**src/rtl/blinker_pkg.sv**
```systemverilog
// rtl/blinker_pkg.sv - shared types and default parameters for the multi-channel blinker
package blinker_pkg;

    // One-hot per-channel state encoding
    typedef enum logic [3:0] {
        START = 4'b0001,
        STOP  = 4'b0010,
        ON    = 4'b0100,
        OFF   = 4'b1000
    } blink_state_t;

    localparam int DEF_NUM_CH      = 4;
    localparam int DEF_CNT_W       = 26;
    localparam int DEF_STARTUP_CYC = 50_000_000;

endpackage

```
**src/rtl/blink_channel.sv**
```systemverilog
// rtl/blink_channel.sv - one blinking-light channel: state machine, phase timer and duration latch
module blink_channel
    import blinker_pkg::*;
#(
    parameter int CNT_W       = DEF_CNT_W,
    parameter int STARTUP_CYC = DEF_STARTUP_CYC
) (
    input  logic             clk_i,
    input  logic             rst_ni,
    input  logic             enable_i,
    input  logic             sync_i,
    input  logic [CNT_W-1:0] t_on_i,
    input  logic [CNT_W-1:0] t_off_i,
    output logic             light_o,
    output logic             phase_o
);

    localparam logic [CNT_W-1:0] ONE          = CNT_W'(1);
    localparam logic [CNT_W-1:0] STARTUP_LAST = CNT_W'(STARTUP_CYC - 1);

    blink_state_t     state_q, state_d;
    logic [CNT_W-1:0] timer_q, timer_d;
    logic [CNT_W-1:0] dur_q, dur_d;
    logic             phase_q, phase_d;
    logic [CNT_W-1:0] on_dur, off_dur;

    // A zero duration is stretched to one cycle so no phase is ever skipped
    assign on_dur  = (t_on_i  == '0) ? ONE : t_on_i;
    assign off_dur = (t_off_i == '0) ? ONE : t_off_i;

    // State, timer, latched duration and phase marker registers
    always_ff @(posedge clk_i or negedge rst_ni) begin
        if (!rst_ni) begin
            state_q <= START;
            timer_q <= '0;
            dur_q   <= ONE;
            phase_q <= 1'b0;
        end else begin
            state_q <= state_d;
            timer_q <= timer_d;
            dur_q   <= dur_d;
            phase_q <= phase_d;
        end
    end

    // Next-state logic: enable low beats sync, sync beats the phase timer
    always_comb begin
        state_d = state_q;
        timer_d = timer_q + ONE;
        dur_d   = dur_q;
        phase_d = 1'b0;
        case (state_q)
            START: begin
                if (timer_q == STARTUP_LAST) begin
                    timer_d = '0;
                    if (enable_i) begin
                        state_d = ON;
                        dur_d   = on_dur;
                    end else begin
                        state_d = STOP;
                    end
                end
            end
            STOP: begin
                // timer is held at zero while stopped
                timer_d = '0;
                if (enable_i) begin
                    state_d = ON;
                    dur_d   = on_dur;
                    phase_d = sync_i;
                end
            end
            ON: begin
                if (!enable_i) begin
                    state_d = STOP;
                    timer_d = '0;
                end else if (sync_i) begin
                    timer_d = '0;
                    dur_d   = on_dur;
                    phase_d = 1'b1;
                end else if (timer_q == dur_q - ONE) begin
                    state_d = OFF;
                    timer_d = '0;
                    dur_d   = off_dur;
                end
            end
            OFF: begin
                if (!enable_i) begin
                    state_d = STOP;
                    timer_d = '0;
                end else if (sync_i || (timer_q == dur_q - ONE)) begin
                    state_d = ON;
                    timer_d = '0;
                    dur_d   = on_dur;
                    phase_d = 1'b1;
                end
            end
            default: begin
                state_d = START;
                timer_d = '0;
            end
        endcase
    end

    // Outputs: light during start-up hold and ON, phase marker from its register
    always_comb begin
        light_o = (state_q == START) || (state_q == ON);
        phase_o = phase_q;
    end

endmodule

```
**src/rtl/multi_blinker.sv**
```systemverilog
// rtl/multi_blinker.sv - N-channel blinker top; optional BLINKER_SYNC_EN adds sync_i phase alignment
module multi_blinker
    import blinker_pkg::*;
#(
    parameter int NUM_CH      = DEF_NUM_CH,
    parameter int CNT_W       = DEF_CNT_W,
    parameter int STARTUP_CYC = DEF_STARTUP_CYC
) (
    input  logic                    clk_i,
    input  logic                    rst_ni,
`ifdef BLINKER_SYNC_EN
    input  logic                    sync_i,
`endif
    input  logic [NUM_CH-1:0]       enable_i,
    input  logic [NUM_CH*CNT_W-1:0] t_on_i,
    input  logic [NUM_CH*CNT_W-1:0] t_off_i,
    output logic [NUM_CH-1:0]       light_o,
    output logic [NUM_CH-1:0]       phase_o
);

    logic sync_w;

`ifdef BLINKER_SYNC_EN
    assign sync_w = sync_i;
`else
    assign sync_w = 1'b0;
`endif

    for (genvar k = 0; k < NUM_CH; k++) begin : g_ch
        blink_channel #(
            .CNT_W       (CNT_W),
            .STARTUP_CYC (STARTUP_CYC)
        ) u_ch (
            .clk_i    (clk_i),
            .rst_ni   (rst_ni),
            .enable_i (enable_i[k]),
            .sync_i   (sync_w),
            .t_on_i   (t_on_i[k*CNT_W +: CNT_W]),
            .t_off_i  (t_off_i[k*CNT_W +: CNT_W]),
            .light_o  (light_o[k]),
            .phase_o  (phase_o[k])
        );
    end

endmodule

```
**config.mk**
```make
export PLATFORM = sky130hd
export DESIGN_NAME = multi_blinker
export DESIGN_NICKNAME = d
export VERILOG_FILES = /design/src/rtl/blinker_pkg.sv /design/src/rtl/blink_channel.sv /design/src/rtl/multi_blinker.sv
export SDC_FILE = /design/constraint.sdc
export NUM_CORES = 1
export LEC_CHECK = 0
export BUFFER_PORTS_ARGS = -buffer_cell sky130_fd_sc_hd__buf_2
export CELL_PAD_IN_SITES_DETAIL_PLACEMENT = 1
export CELL_PAD_IN_SITES_GLOBAL_PLACEMENT = 1
export CORE_AREA = 2 2 218 263
export CTS_CLUSTER_DIAMETER = 60
export DETAILED_ROUTE_END_ITERATION = 6
export DIE_AREA = 0 0 220 265
export GPL_TIMING_DRIVEN = 0
export PLACE_DENSITY_LB_ADDON = 0.1
export SYNTH_ARGS = -nofsm -noshare
export SYNTH_HDL_FRONTEND = slang
export SYNTH_SLANG_ARGS = --single-unit
```
**constraint.sdc**
```tcl
create_clock -name clk_i -period 5.44 [get_ports clk_i]
set_input_delay 0.272 -clock clk_i [delete_from_list [all_inputs] [get_ports clk_i]]
set_output_delay 0.272 -clock clk_i [all_outputs]
set_load 0.005 [all_outputs]
```
After elaboration in Yosys (flattened, before gate mapping)
Index checks and enable logic that the tools add are counted.

word-level totals
  bits in registers = 228
  bits of input ports = 214
  logic and storage cells = 204

operators by class
  add/subtract/negate cells = 8
  equality and inequality tests = 56
  mux-type cells = 96
  reductions and logical operators = 28

operator list
  cell                                                number
  two-way mux 26 bit                                  44
  one-hot mux 26 bit (4 select lines)                 4
  zero test 26 bit                                    8
  one-hot mux 26 bit (2 select lines)                 4
  adder 26 x 1 -> 26 bit, second input constant       4
  == test 26 bit                                      4
  == test 26 bit, second input constant               4
  subtractor 26 x 1 -> 26 bit, second input constant  4
  two-way mux 4 bit                                   24
  one-hot mux 4 bit (4 select lines)                  4
  != test 2 x 1 -> 1 bit, second input constant       12
  != test 2 bit, second input constant                12
  != test 3 x 2 -> 1 bit, second input constant       8
  AND reduction 6 bit                                 4
  == test 4 x 1 -> 1 bit, second input constant       4
  == test 4 x 2 -> 1 bit, second input constant       4
  == test 4 x 3 -> 1 bit, second input constant       4
  == test 4 bit, second input constant                4
  AND reduction 4 bit                                 4
  nonzero test 4 bit                                  4
  two-way mux 1 bit                                   12
  two-way mux 3 bit                                   4
  OR reduction 2 bit                                  4
  logical OR 1 bit                                    4

Depth between registers and ports, before layout
Gate-level depths: netlist of run 1.

  word-level depth = 5
  depth in mapped cells = 14
  gate-level depth less buffers = 11

Hierarchy
From an unflattened synthesis of run 1, not the netlist that was laid out.

second synthesis, totals
  cells, all modules = 1725
  area total of the unflattened synthesis = 15972.8 um2

modules (own cells, without submodules)
  module                             instances  cells an instance  area an instance (um2)  seq. area each (um2)
  blink_channel at g_ch[1].u_ch ...  2          409                3839.9                  1428.9
  blink_channel at g_ch[3].u_ch      1          503                4354.2                  1428.9
  blink_channel at g_ch[0].u_ch      1          403                3935.0                  1428.9
  multi_blinker                      1          1                  3.8                     0.0

Worst setup path before layout of run 1
No wires, ideal clock.

  kind = register to register
  start point = reg g_ch[2].u_ch.dur_q[1]
  end point = reg g_ch[2].u_ch.dur_q[10]
  data arrival time = 3.589 ns
  required time = 5.315 ns
  setup slack = 1.726 ns
  stages on the path, launching flop included = 14
  path buffers = 3
  cells stage by stage = dfrtp_1 inv_1 ha_1 or4b_1 buf_2 or3_1 buf_2 nor4_1 xnor2_1 nor4_4 nand4_4 a211oi_4 buf_6 mux2_4

between the ends
  word-level cells in the longest chain between the ends = 4
  elaborated cells on any way between the ends = 5
  those cells by class = add/sub (1); eq/ne (3); reduce/logical (1)

RTL lines
  element                                  line                                      source
  from (decl)                              blink_channel.sv:23                       logic [CNT_W-1:0] dur_q, dur_d;
  from (signal assigned)                   blink_channel.sv:41                       dur_q <= dur_d;
  subtractor 26 x 1 -> 26 bit *            blink_channel.sv:81, blink_channel.sv:91
  == test 26 bit *                         blink_channel.sv:81, blink_channel.sv:91
  != test 2 x 1 -> 1 bit (no source line)  --
  AND reduction 6 bit (no source line) *   --

Mark *: on every way between the ends. The rest lies on a longest branch, timed or not.
A chain may end at the register's enable or synchronous reset.

Worst setup path after layout of run 1
  start point = reg g_ch[1].u_ch.dur_q[4]
  end point = reg g_ch[1].u_ch.timer_q[4]

between the ends
  word-level cells in the longest chain between the ends = 5

RTL lines
  element                              line                                      source
  from (decl)                          blink_channel.sv:23
  from (signal assigned)               blink_channel.sv:41
  subtractor 26 x 1 -> 26 bit          blink_channel.sv:81, blink_channel.sv:91
  == test 26 bit                       blink_channel.sv:81, blink_channel.sv:91
  two-way mux 26 bit                   blink_channel.sv:81, blink_channel.sv:91
  two-way mux 26 bit                   blink_channel.sv:88                       if (!enable_i) begin
  one-hot mux 26 bit (2 select lines)  blink_channel.sv:52                       case (state_q)
  named net g_ch[1].u_ch.timer_d[4]    blink_channel.sv:22                       logic [CNT_W-1:0] timer_q, timer_d;
  to (signal assigned)                 blink_channel.sv:40                       timer_q <= timer_d;
  to (decl)                            blink_channel.sv:22

The timed path passes the listed nets, and every way through them passes these cells.

==> results of run 1 <==
## report_power, final
part / internal (uW) / switching [uW] / leakage, uW / total [uW]
logic: 1800 / 2630 / 0.00427 / 4430
clock network: 1130 / 851 / 0.000467 / 1980
registers: 2180 / 596 / 0.00294 / 2780
## registers in the layout (all words and copies together), names as in the netlist
| signal | flops |
|---|---|
| g_ch.u_ch.dur_q | 104 |
| g_ch.u_ch.timer_q | 104 |
| g_ch.u_ch.state_q | 16 |
| g_ch.u_ch.phase_o | 4 |
## timing repair
item	in CTS	in global routing
hold buffers	25	0
hold endpoints to repair	245	0
endpoints found under the setup margin	10	19
resized for setup	1	2
## per-stage QoR
step | instances | worst slack, ps | instance area (um2)
after global placement | 2892 | -467 | 18600
after floorplan | 1944 | 1730 | 16600
final | 2978 | 587 | 20000
after global routing | 2977 | 112 | 20000
after CTS | 2977 | 296 | 19900
after detailed placement | 2894 | -28.6 | 18700
## synth_stat cells (8+ instances only)
cell type  instances
inv_1             39
nor2_1           254
buf_2             13
nand3_1           83
o22ai_1           52
o211ai_1           9
or2_2              8
mux2_4            10
buf_4              8
a22o_1            16
nand2_1           88
nand2b_1           8
mux2i_1           41
a211oi_1          10
nor4_1            94
o221a_2           25
nor3_1            54
a21oi_1          101
nor3b_1            9
nand4b_1          13
a31oi_1           13
dfrtp_1          220
xor2_1            84
dfstp_2            8
xnor2_1          141
a221oi_1          27
and3_1            22
o31ai_1           13
mux2_2            39
or3_1             54
nand4_1           36
o21ai_0           50
clkbuf_1         108
nor2b_1           22
a22oi_1           25
ha_1               8
or4_1             20
nand3b_1           8
## layer usage
layer	vias up	GRT usage (%)	routed length, um
li1	7773	-	-
met1	7906	24.3	25400
met2	341	35.6	29000
met3	111	2.15	2300
met4	0	7.02	2030
met5	-	0	0
## critical path, cell delays in order, from the launching register on
cell and delay [ps]:
dfrtp_1 360, clkbuf_1 220, or4_1 550, clkbuf_1 220, nor3_1 520, nand2_1 140, o32ai_1 380, nand4b_1 160
nor4_1 570, nand2_1 220, a21oi_1 720, clkbuf_1 520, nor2_1 120
## cell type report
| type | instances | area share, % |
|---|---|---|
| multi-input cells | 1539 | 51.1 |
| plain buffers | 138 | 2.94 |
| repair buffers | 248 | 7.12 |
| clock inverters | 15 | 0.658 |
| diodes | 1 | 0.0125 |
| clock buffers | 43 | 4.21 |
| inverters | 39 | 0.734 |
| well taps | 727 | 4.56 |
| flip-flops and latches | 228 | 28.6 |
## logic make-up (layout without fill, tap and decap cells)
| logic type | after synthesis | in the layout |
|---|---|---|
| xor+xnor | 225 | 225 |
| flops | 228 | 228 |
| buf+inv | 177 | 483 |
| mux | 97 | 97 |
| other cells | 0 | 1 |
| compound gates | 401 | 401 |
| fa+ha+maj | 8 | 8 |
| simple gates | 808 | 808 |
## path summary, 6_finish.rpt
path                                                  endpoint  slack (ps)  depth (start not counted)
max                          g_ch[1].u_ch.timer_q[4]$_DFF_PN0_         590                         12
min                         g_ch[1].u_ch.dur_q[20]$_DFFE_PN0P_          30                          3
max reg2reg                  g_ch[1].u_ch.timer_q[4]$_DFF_PN0_         590                         12
min reg2reg                  g_ch[3].u_ch.timer_q[0]$_DFF_PN0_         540                          1
max in group asynchronous   g_ch[0].u_ch.dur_q[24]$_DFFE_PN0P_        4520                          3
min in group asynchronous  g_ch[3].u_ch.state_q[3]$_DFFE_PN0P_         100                          2
==> results.ini, run 1 <==
[drt]
postRouteAntennaNets=0
avgViaCountPerCell=5.42
totalWireLength_um=58800
drtIter0Drc=609
dr.pass1.iters=6
vias=16100
wl_per_cell_um=19.7
drc=0

[power]
p_total_uw=9190
ir_drop_mv=0.241
power_per_cell_area_mw_per_mm2=461
leakage_uw=0.00767

[clock_tree]
cts_root_buffer=clkbuf_16
clk_latency_ps=590
cts_tree=yes
postCtsSetupBuffers=0
clk_pin_slew_ps=60
numCtsBuffers=31
clock_sinks=228
htreeDepth=1
cts_buffer_depth=3

[synthesis]
syn_inst=1944
synth_flop_cell=dfrtp_1
yosysUniqueCellTypes=79
synth_top_family_by_area=simple AND/OR/NAND/NOR gates
synth_nets=2166
synth-seq-cells=228
synth_xor_area_share_pct=11.9
synth-adder-area-share_pct=0.602
yosysSeqAreaShare_pct=34.4
synth_top_area_cell=dfrtp_1
syn_avg_cell_area_um2=8.55
synth_edf_count=0
yosysWarnings=0
muxShareOfSynthArea_pct=6.49
synth_top_area_share_pct=33.1
synth-async-reset-ratio_pct=100
synth_compound_area_share_pct=16.8
synth_area_leaders=dfrtp_1 (33%), xnor2_1 (7.4%), nor2_1 (5.7%), xor2_1 (4.4%), nor4_1 (3.5%)
syn_area_mm2=0.0166
synth-simple-area-share_pct=25.4

[layout]
final_nets=2447
fill_cells=6642
layout_common_cells=nor2_1 (254), buf_2 (233), dfrtp_1 (220)
area_delta_synth_final_pct=20.0
drive_above_1_share_pct=17.9
seq_area_mm2=0.00572
final_common_cell=nor2_1
multi_input_area_mm2=0.0102
final_core_util_pct=35.9

[floorplanning]
num_rows=95
fp.dieW_um=220
boundaryPins=222
fp.dieH_um=265
start_util_pct=29.9
coreArea_mm2=0.0556
die_area_mm2=0.0583

[global_routing]
grt.total_usage_pct=19.8
grt_pass1_wl_um=93100
grt_max_degree=109
grt-ovfl-total=0
antenna_found_initial=0
grt_pass1_vias=17200

[worst_setup_path]
startpoint_type=flop
crit_fanout=10
crit_start=g_ch[1].u_ch.dur_q[4]$_DFFE_PN0P_
cp.required_ps=5890
critPathArrivalTime_ps=5300
r2r_start=g_ch[1].u_ch.dur_q[4]$_DFFE_PN0P_
endpoint_kind=flop
path_class=reg -> reg

[hold_path]
hold_path.class=in -> reg
hold_start=t_off_i[46]

[sta]
finalSetupViolations=0
min_period_over_period_pct=89.2
setup_tns_ps=0
fin_worst_skew_ps=11.7
worstMarginPinSlew_ps=1190
max_freq_mhz=206
rsz0062_at_grt=false
min_period_ps=4850
whs_ps=31.5
slew_headroom_pct=20.2
finalMaxSlewViolations=0
hold_viol=0

[placement]
io_buffers=221
routabilityCongestion=0.927
hpwl_um=45400

[job]
max_cap_viol_count=0

[status]
status=complete, no violations

Note: power is estimated with default switching activity, not from simulation.
==> run 2: changes to the inputs <==
- PLACE_DENSITY: default -> 0.61
- PLACE_DENSITY_LB_ADDON: 0.1 -> default
==> run 2 against run 1 <==
Count of clock-buffer cells in the layout decreased by 1. Via count is 0.85% higher. Global-route usage about the same. Power up 3.2%. Final area is 0.75% higher.
==> results.ini, run 2 (same netlist as run 1, synthesis figures left out) <==
[status]
status=complete, no violations

[power]
ir_drop_mv=0.206  ; -14%
switching_power_uw=4010  ; -1.6%
p_sw_share_pct=42.2  ; -2.1 points
p_int_uw=5480  ; +7.0%
power_per_cell_area_mw_per_mm2=472  ; +2.4%
p_total_uw=9490  ; +3.2%
leakage_uw=0.00776  ; +1.1%
clockPowerShare_pct=24.5  ; +2.9 points
seqPwrFrac_pct=29.3  ; -0.9 points
combPwrFrac_pct=46.2  ; -2.0 points

[sta]
rsz0062_at_grt=false
setup_tns_ps=0  ; unchanged
hold_viol=0  ; unchanged
finalMaxSlewViolations=0  ; unchanged
fin_worst_skew_ps=19.3  ; +7.69 ps
min_period_ps=4950  ; +99.7 ps
min_period_over_period_pct=91.0  ; +1.8 points
slew_headroom_pct=19.3  ; -0.88 points
max_freq_mhz=202  ; -2.0%
finalSetupViolations=0  ; unchanged
worstMarginPinSlew_ps=1200  ; +13.1 ps

[floorplanning]
num_rows=95  ; unchanged
die_area_mm2=0.0583  ; unchanged
fp.dieW_um=220  ; unchanged
boundaryPins=222  ; unchanged
fp.dieH_um=265  ; unchanged
coreArea_mm2=0.0556  ; unchanged
start_util_pct=29.9  ; unchanged

[global_routing]
use_met3_pct=1.74  ; -0.40 points
grt.busiest_layer=met2
grt-ovfl-total=0  ; unchanged
grt_pass1_vias=17700  ; +2.9%
grt_pass1_wl_um=93800  ; +0.74%
grt.total_usage_pct=19.9  ; about the same
grtUsageMet1_pct=24.1  ; -0.26 points
antenna_found_initial=1  ; +1
met2_usage_pct=36.7  ; +1.0 points
grt_max_degree=113  ; +3.7%

[worst_setup_path]
cp_cell_sequence=inv_1 -> ha_1 -> nor3b_1 -> o21ai_0 -> a2111oi_0 -> nand4_1 -> nor3_1 -> nand4_1 -> a21oi_1 -> clkbuf_1 -> nor2_1
cp_slowest_cell=a2111oi_0
cp.required_ps=5880  ; about the same
critPathMaxStageDelay_ps=950  ; +230 ps
crit_fanout=10  ; unchanged
path_delay_family=compound AO/OA/AOI/OAI gates
crit_top_cell=nand4_1
endpoint_kind=flop
critPathBufInv=2  ; -1
critPathArrivalTime_ps=5390  ; +90 ps
startpoint_type=flop
path_class=reg -> reg

[drt]
totalWireLength_um=58800  ; +0.10%
avgViaCountPerCell=5.47  ; +1.0%
drtIter0Drc=698  ; +15%
vias=16300  ; +0.85%
wl_per_cell_um=19.8  ; +0.27%
dr.pass1.iters=5  ; -1
postRouteAntennaNets=0  ; unchanged
drc=0  ; unchanged

[layout]
layout_common_cells=nor2_1 (254), buf_2 (233), dfrtp_1 (220)
final_common_cell=nor2_1
top_regs=g_ch.u_ch.dur_q: 104 flops, g_ch.u_ch.timer_q: 104 flops, g_ch.u_ch.state_q: 16 flops
area_delta_synth_final_pct=20.9
seq_area_mm2=0.00572  ; unchanged
multi_input_area_mm2=0.0102  ; -0.11%
drive_above_1_share_pct=18.0  ; +0.084 points
fill_cells=6697  ; +0.83%
final_nets=2443  ; -0.16%

[clock_tree]
htreeDepth=1  ; unchanged
clk_pin_slew_ps=60  ; about the same
cts_buffer_depth=3  ; unchanged
postCtsSetupBuffers=0  ; unchanged
clk_latency_ps=580  ; about the same
numCtsBuffers=30  ; -3.2%
cts_tree=yes
cts_root_buffer=clkbuf_16
clock_sinks=228  ; unchanged

[job]
max_cap_viol_count=0  ; unchanged

[placement]
io_buffers=221  ; unchanged
hpwl_um=45500  ; +0.41%
routabilityCongestion=0.885  ; -4.5%

[hold_path]
hold_path.class=in -> reg

run 2: changes by cell type in the layout (fill, tap and decap cells not counted), moves of 3 or more:
cell	change
clkinv_2	-3
clkbuf_1	-5
clkbuf_8	+4
clkinvlp_4	-4
dlygate4sd3_1	-3
bufinv_16	+7
run 2: what timing repair did:
| item | CTS | global route |
|---|---|---|
| hold buffers | 22 | 0 |
| resized for setup | 0 | 0 |
| endpoints found under the hold margin | 239 | 0 |
run 2: routing by layer:
layer | routed length, um | up-vias | part of all wire [%]
li1 | - | 7774 | -
met1 | 25300 | 8124 | 43
met2 | 30300 | 292 | 51
met3 | 1690 | 78 | 2.9
met4 | 1580 | 0 | 2.7
met5 | 0 | - | 0
run 2: area by class of cell:
class,instances,area share (%)
Sequential cell,228,28.4
Multi-Input combinational cell,1539,50.7
Tap cell,727,4.53
Buffer,138,2.92
Inverter,39,0.728
Antenna cell,1,0.0124
Clock inverter,14,1.42
Clock buffer,42,4.36
Timing Repair Buffer,245,6.92
run 2: worst paths after layout:
kind / from / end / slack (ps) / cells after the start
min in group asynchronous: rst_ni / g_ch[2].u_ch.dur_q[18]$_DFFE_PN0P_ / 100 / 2
max: g_ch[0].u_ch.dur_q[1]$_DFFE_PN0P_ / g_ch[0].u_ch.timer_q[22]$_DFF_PN0_ / 490 / 11
min: t_off_i[93] / g_ch[3].u_ch.dur_q[15]$_DFFE_PN0P_ / 30 / 3
max reg2reg: g_ch[0].u_ch.dur_q[1]$_DFFE_PN0P_ / g_ch[0].u_ch.timer_q[22]$_DFF_PN0_ / 490 / 11
min reg2reg: g_ch[2].u_ch.dur_q[25]$_DFFE_PN0P_ / g_ch[2].u_ch.dur_q[25]$_DFFE_PN0P_ / 530 / 1
max in group asynchronous: rst_ni / g_ch[1].u_ch.dur_q[10]$_DFFE_PN0P_ / 4500 / 3
run 2: power groups by stage:
stage                     clock [uW]  combinational [uW]  sequential, uW
after floorplan                    0                3230            2570
after global placement             0                4190            2780
after detailed placement           0                4360            2800
after CTS                       2390                4400            2780
after global routing            2460                4870            2860
final                           2320                4390            2780
run 2: per-stage QoR:
| step | std cells | hold slack, ps | setup slack (ps) | util, % | area, um2 |
|---|---|---|---|---|---|
| final | 2973 | 32.4 | 487 | 36.1 | 20100 |
| after global routing | 2973 | 20.3 | 37.4 | 36.1 | 20100 |
| after floorplan | 1944 | -23.6 | 1730 | - | 16600 |
| after detailed placement | 2894 | 101 | 530 | 33.6 | 18700 |
| after global placement | 2892 | 487 | -299 | 33.5 | 18600 |
| after CTS | 2972 | 0.129 | 510 | 36.1 | 20100 |
run 2: tightest hold or removal path: stages:
cell	delay, ps
buf_2	90
a22oi_1	70
a21oi_1	140
==> run 3: changes to the inputs <==
- ABC_AREA: default -> 1
- CORE_AREA: 2 2 218 263 -> 2 2 226 272
- DIE_AREA: 0 0 220 265 -> 0 0 228 274
- PLACE_DENSITY: 0.61 -> 0.64
==> run 3 against run 2 <==
Global-route usage up 1.5 points. Non-clock buffer count shrank 71. Sequential cell count stayed put. Hold slack better by 4.3 ps. Critical path type is now reg -> out.
==> results.ini, run 3 <==
[sta]
rsz0062_at_grt=false
min_period_ps=3150  ; -1810 ps
hold_viol=0  ; unchanged
fin_worst_skew_ps=11.9  ; -7.49 ps
worstMarginPinSlew_ps=1190  ; -10.9 ps
slew_headroom_pct=19.9  ; +0.61 points
finalSetupViolations=0  ; unchanged
max_freq_mhz=318  ; +57%
whs_ps=36.7  ; +4.31 ps
min_period_over_period_pct=57.9  ; -33 points
finalMaxSlewViolations=0  ; unchanged

[clock_tree]
htreeDepth=1  ; unchanged
cts_root_buffer=clkbuf_16
clock_sinks=228  ; unchanged
numCtsBuffers=31  ; +3.3%
cts_tree=yes
clk_pin_slew_ps=60  ; about the same
postCtsSetupBuffers=0  ; unchanged
clk_latency_ps=590  ; about the same
cts_buffer_depth=3  ; unchanged

[hold_path]
holdPathStages=5  ; +2
hold_path.class=in -> reg

[placement]
routabilityCongestion=0.996  ; +12%
io_buffers=221  ; unchanged
hpwl_um=55000  ; +21%
place_area_mm2=0.0200  ; +6.8%
dp.cells=3786  ; +31%

[layout]
final_common_cell=nand2_1
final_cells=3852  ; +30%
layout_common_cells=nand2_1 (940), nor2_1 (312), inv_1 (262)
multi_input_area_mm2=0.0106  ; +4.2%
fill_cells=7926  ; +18%
seq_area_mm2=0.00572  ; unchanged
fin_area_mm2=0.0211  ; +5.0%
drive_above_1_share_pct=13.3  ; -4.7 points
final_nets=3238  ; +33%
top_regs=g_ch.u_ch.dur_q: 104 flops, g_ch.u_ch.timer_q: 104 flops, g_ch.u_ch.state_q: 16 flops
final_core_util_pct=35.0  ; -1.1 points
area_delta_synth_final_pct=18.4

[worst_setup_path]
cp.required_ps=5170  ; -710 ps
startpoint_type=flop
endpoint_kind=output port
critPathMaxStageDelay_ps=510  ; -440 ps
r2r_cells=17  ; +6
critPathArrivalTime_ps=2880  ; -2510 ps
cp_slowest_cell=nor3_1
cp_cell_sequence=nor2_1 -> inv_1 -> nor3_1 -> clkinv_1 -> clkbuf_1 -> nand2_1 -> buf_4 -> buf_2
path_class=reg -> out
crit_fanout=10  ; unchanged

[job]
max_cap_viol_count=0  ; unchanged

[drt]
avgViaCountPerCell=4.87  ; -11%
vias=18800  ; +15%
wl_per_cell_um=17.2  ; -13%
postRouteAntennaNets=0  ; unchanged
drc=0  ; unchanged
dr.pass1.iters=4  ; -1
drtIter0Drc=864  ; +24%
totalWireLength_um=66200  ; +12%

[synthesis]
synth-seq-cells=228  ; unchanged
ys_top_cells_by_count=nand2_1 (940), nor2_1 (312), inv_1 (262)
yosysWarnings=0  ; unchanged
yosysUniqueCellTypes=48  ; -39%
yosysMostFrequentCell=nand2_1
synth_top_area_cell=dfrtp_1
synth_area_leaders=dfrtp_1 (31%), nand2_1 (20%), nand3_1 (6.9%), xor2_1 (6.7%), nor2_1 (6.6%)
synth_flop_cell=dfrtp_1
yosysSeqAreaShare_pct=32.1  ; -2.3 points
synth_nets=2977  ; +37%
synth_top_area_share_pct=30.9  ; -2.2 points
syn_avg_cell_area_um2=6.47  ; -24%
syn_inst=2755  ; +42%
synth-async-reset-ratio_pct=100  ; unchanged
syn_area_mm2=0.0178  ; +7.1%
synth_edf_count=0  ; unchanged

[power]
ir_drop_mv=0.227  ; +10%
power_per_cell_area_mw_per_mm2=315  ; -33%
leakage_uw=0.0108  ; +39%

[floorplanning]
boundaryPins=222  ; unchanged
start_util_pct=29.6  ; -0.30 points
fp.dieH_um=274  ; +3.4%
fp.dieW_um=228  ; +3.6%
coreArea_mm2=0.0602  ; +8.2%
die_area_mm2=0.0625  ; +7.2%
num_rows=99  ; +4.2%

[status]
status=complete, no violations

[global_routing]
antenna_found_initial=6  ; +5
grt_pass1_wl_um=108000  ; +15%
grt.total_usage_pct=21.3  ; +1.5 points
grt_pass1_vias=20200  ; +15%
grt-ovfl-total=0  ; unchanged
grt_max_degree=89  ; -21%

-- run 3: changes by cell type after synthesis, sizes merged, moves of 53 or more --
cell / change
nand2: +871
inv: +234
nand3: +173
nor2: +87
xnor2: -87
clkbuf: -65
mux2: -56
or3: -54
xor2: +53
-- run 3: final cells by class --
cell class                 count  area share (%)
inverter                     278            4.95
buffer                        84            2.11
clock inverter                 9           0.664
multi-input combinational   2165            50.3
antenna                        3          0.0356
sequential                   228            27.1
clock buffer                  49            4.28
timing repair buffer         228            5.79
tap                          808            4.79
-- run 3: cell families (layout without fill, tap and decap cells) --
logic type               after synthesis  count (layout)  share of synthesized area [%]
flip-flops                           228             228                           32.1
other                                  0               3                              0
AO/OA/AOI/OAI                        201             201                           6.02
AND/OR/NAND/NOR                     1764            1764                           43.5
XOR/XNOR                             192             192                           9.52
buffers and inverters                362             648                           8.35
adder cells (fa/ha/maj)                8               8                          0.562
-- run 3: per-stage QoR --
| stage | TNS [ps] | worst slack [ps] | power [uW] |
|---|---|---|---|
| 2_1_floorplan | 0 | 3160 | 3850 |
| 3_3_place_gp | -43880 | -260 | 4510 |
| 3_5_place_dp | 0 | 2460 | 4610 |
| 4_1_cts | 0 | 2200 | 6760 |
| 5_1_grt | 0 | 2030 | 7180 |
| 6_report | 0 | 2290 | 6650 |
-- run 3: where the power goes --
group          switching, uW  internal, uW
clock                    813          1280
combinational           1520           809
sequential               303          1930
total                   2630          4020
-- run 3: routing by layer --
| layer | vias to the layer above | routed length, um | GRT usage [%] |
|---|---|---|---|
| li1 | 9339 | - | - |
| met4 | 6 | 1720 | 6.11 |
| met5 | - | 34 | 0 |
| met2 | 324 | 32600 | 38.8 |
| met1 | 8994 | 29200 | 26.2 |
| met3 | 93 | 2620 | 2.95 |
-- run 3: worst max-delay path: cells and delay by family (launching register included) --
kind / cells / cell delay [ps]
buffers and inverters: 5 / 1070
flip-flops: 1 / 390
AND/OR/NAND/NOR: 3 / 830
-- run 3: final timing paths --
kind / from / endpoint / slack, ps
setup reg to reg: g_ch[0].u_ch.dur_q[0]$_DFFE_PN1P_ / g_ch[0].u_ch.dur_q[13]$_DFFE_PN0P_ / 2480
hold / removal: t_on_i[40] / g_ch[1].u_ch.dur_q[14]$_DFFE_PN0P_ / 40
max in group asynchronous: rst_ni / g_ch[3].u_ch.state_q[0]$_DFFE_PN1P_ / 3900
hold reg to reg: g_ch[0].u_ch.dur_q[0]$_DFFE_PN1P_ / g_ch[0].u_ch.dur_q[0]$_DFFE_PN1P_ / 480
setup / recovery: g_ch[2].u_ch.state_q[1]$_DFFE_PN0P_ / light_o[2] / 2290
min in group asynchronous: rst_ni / g_ch[1].u_ch.dur_q[2]$_DFFE_PN0P_ / 240
-- run 3: what timing repair did --
action,in CTS,in global routing
hold buffers,5,0
gates resized for setup,0,0
endpoints found under the hold margin,78,0
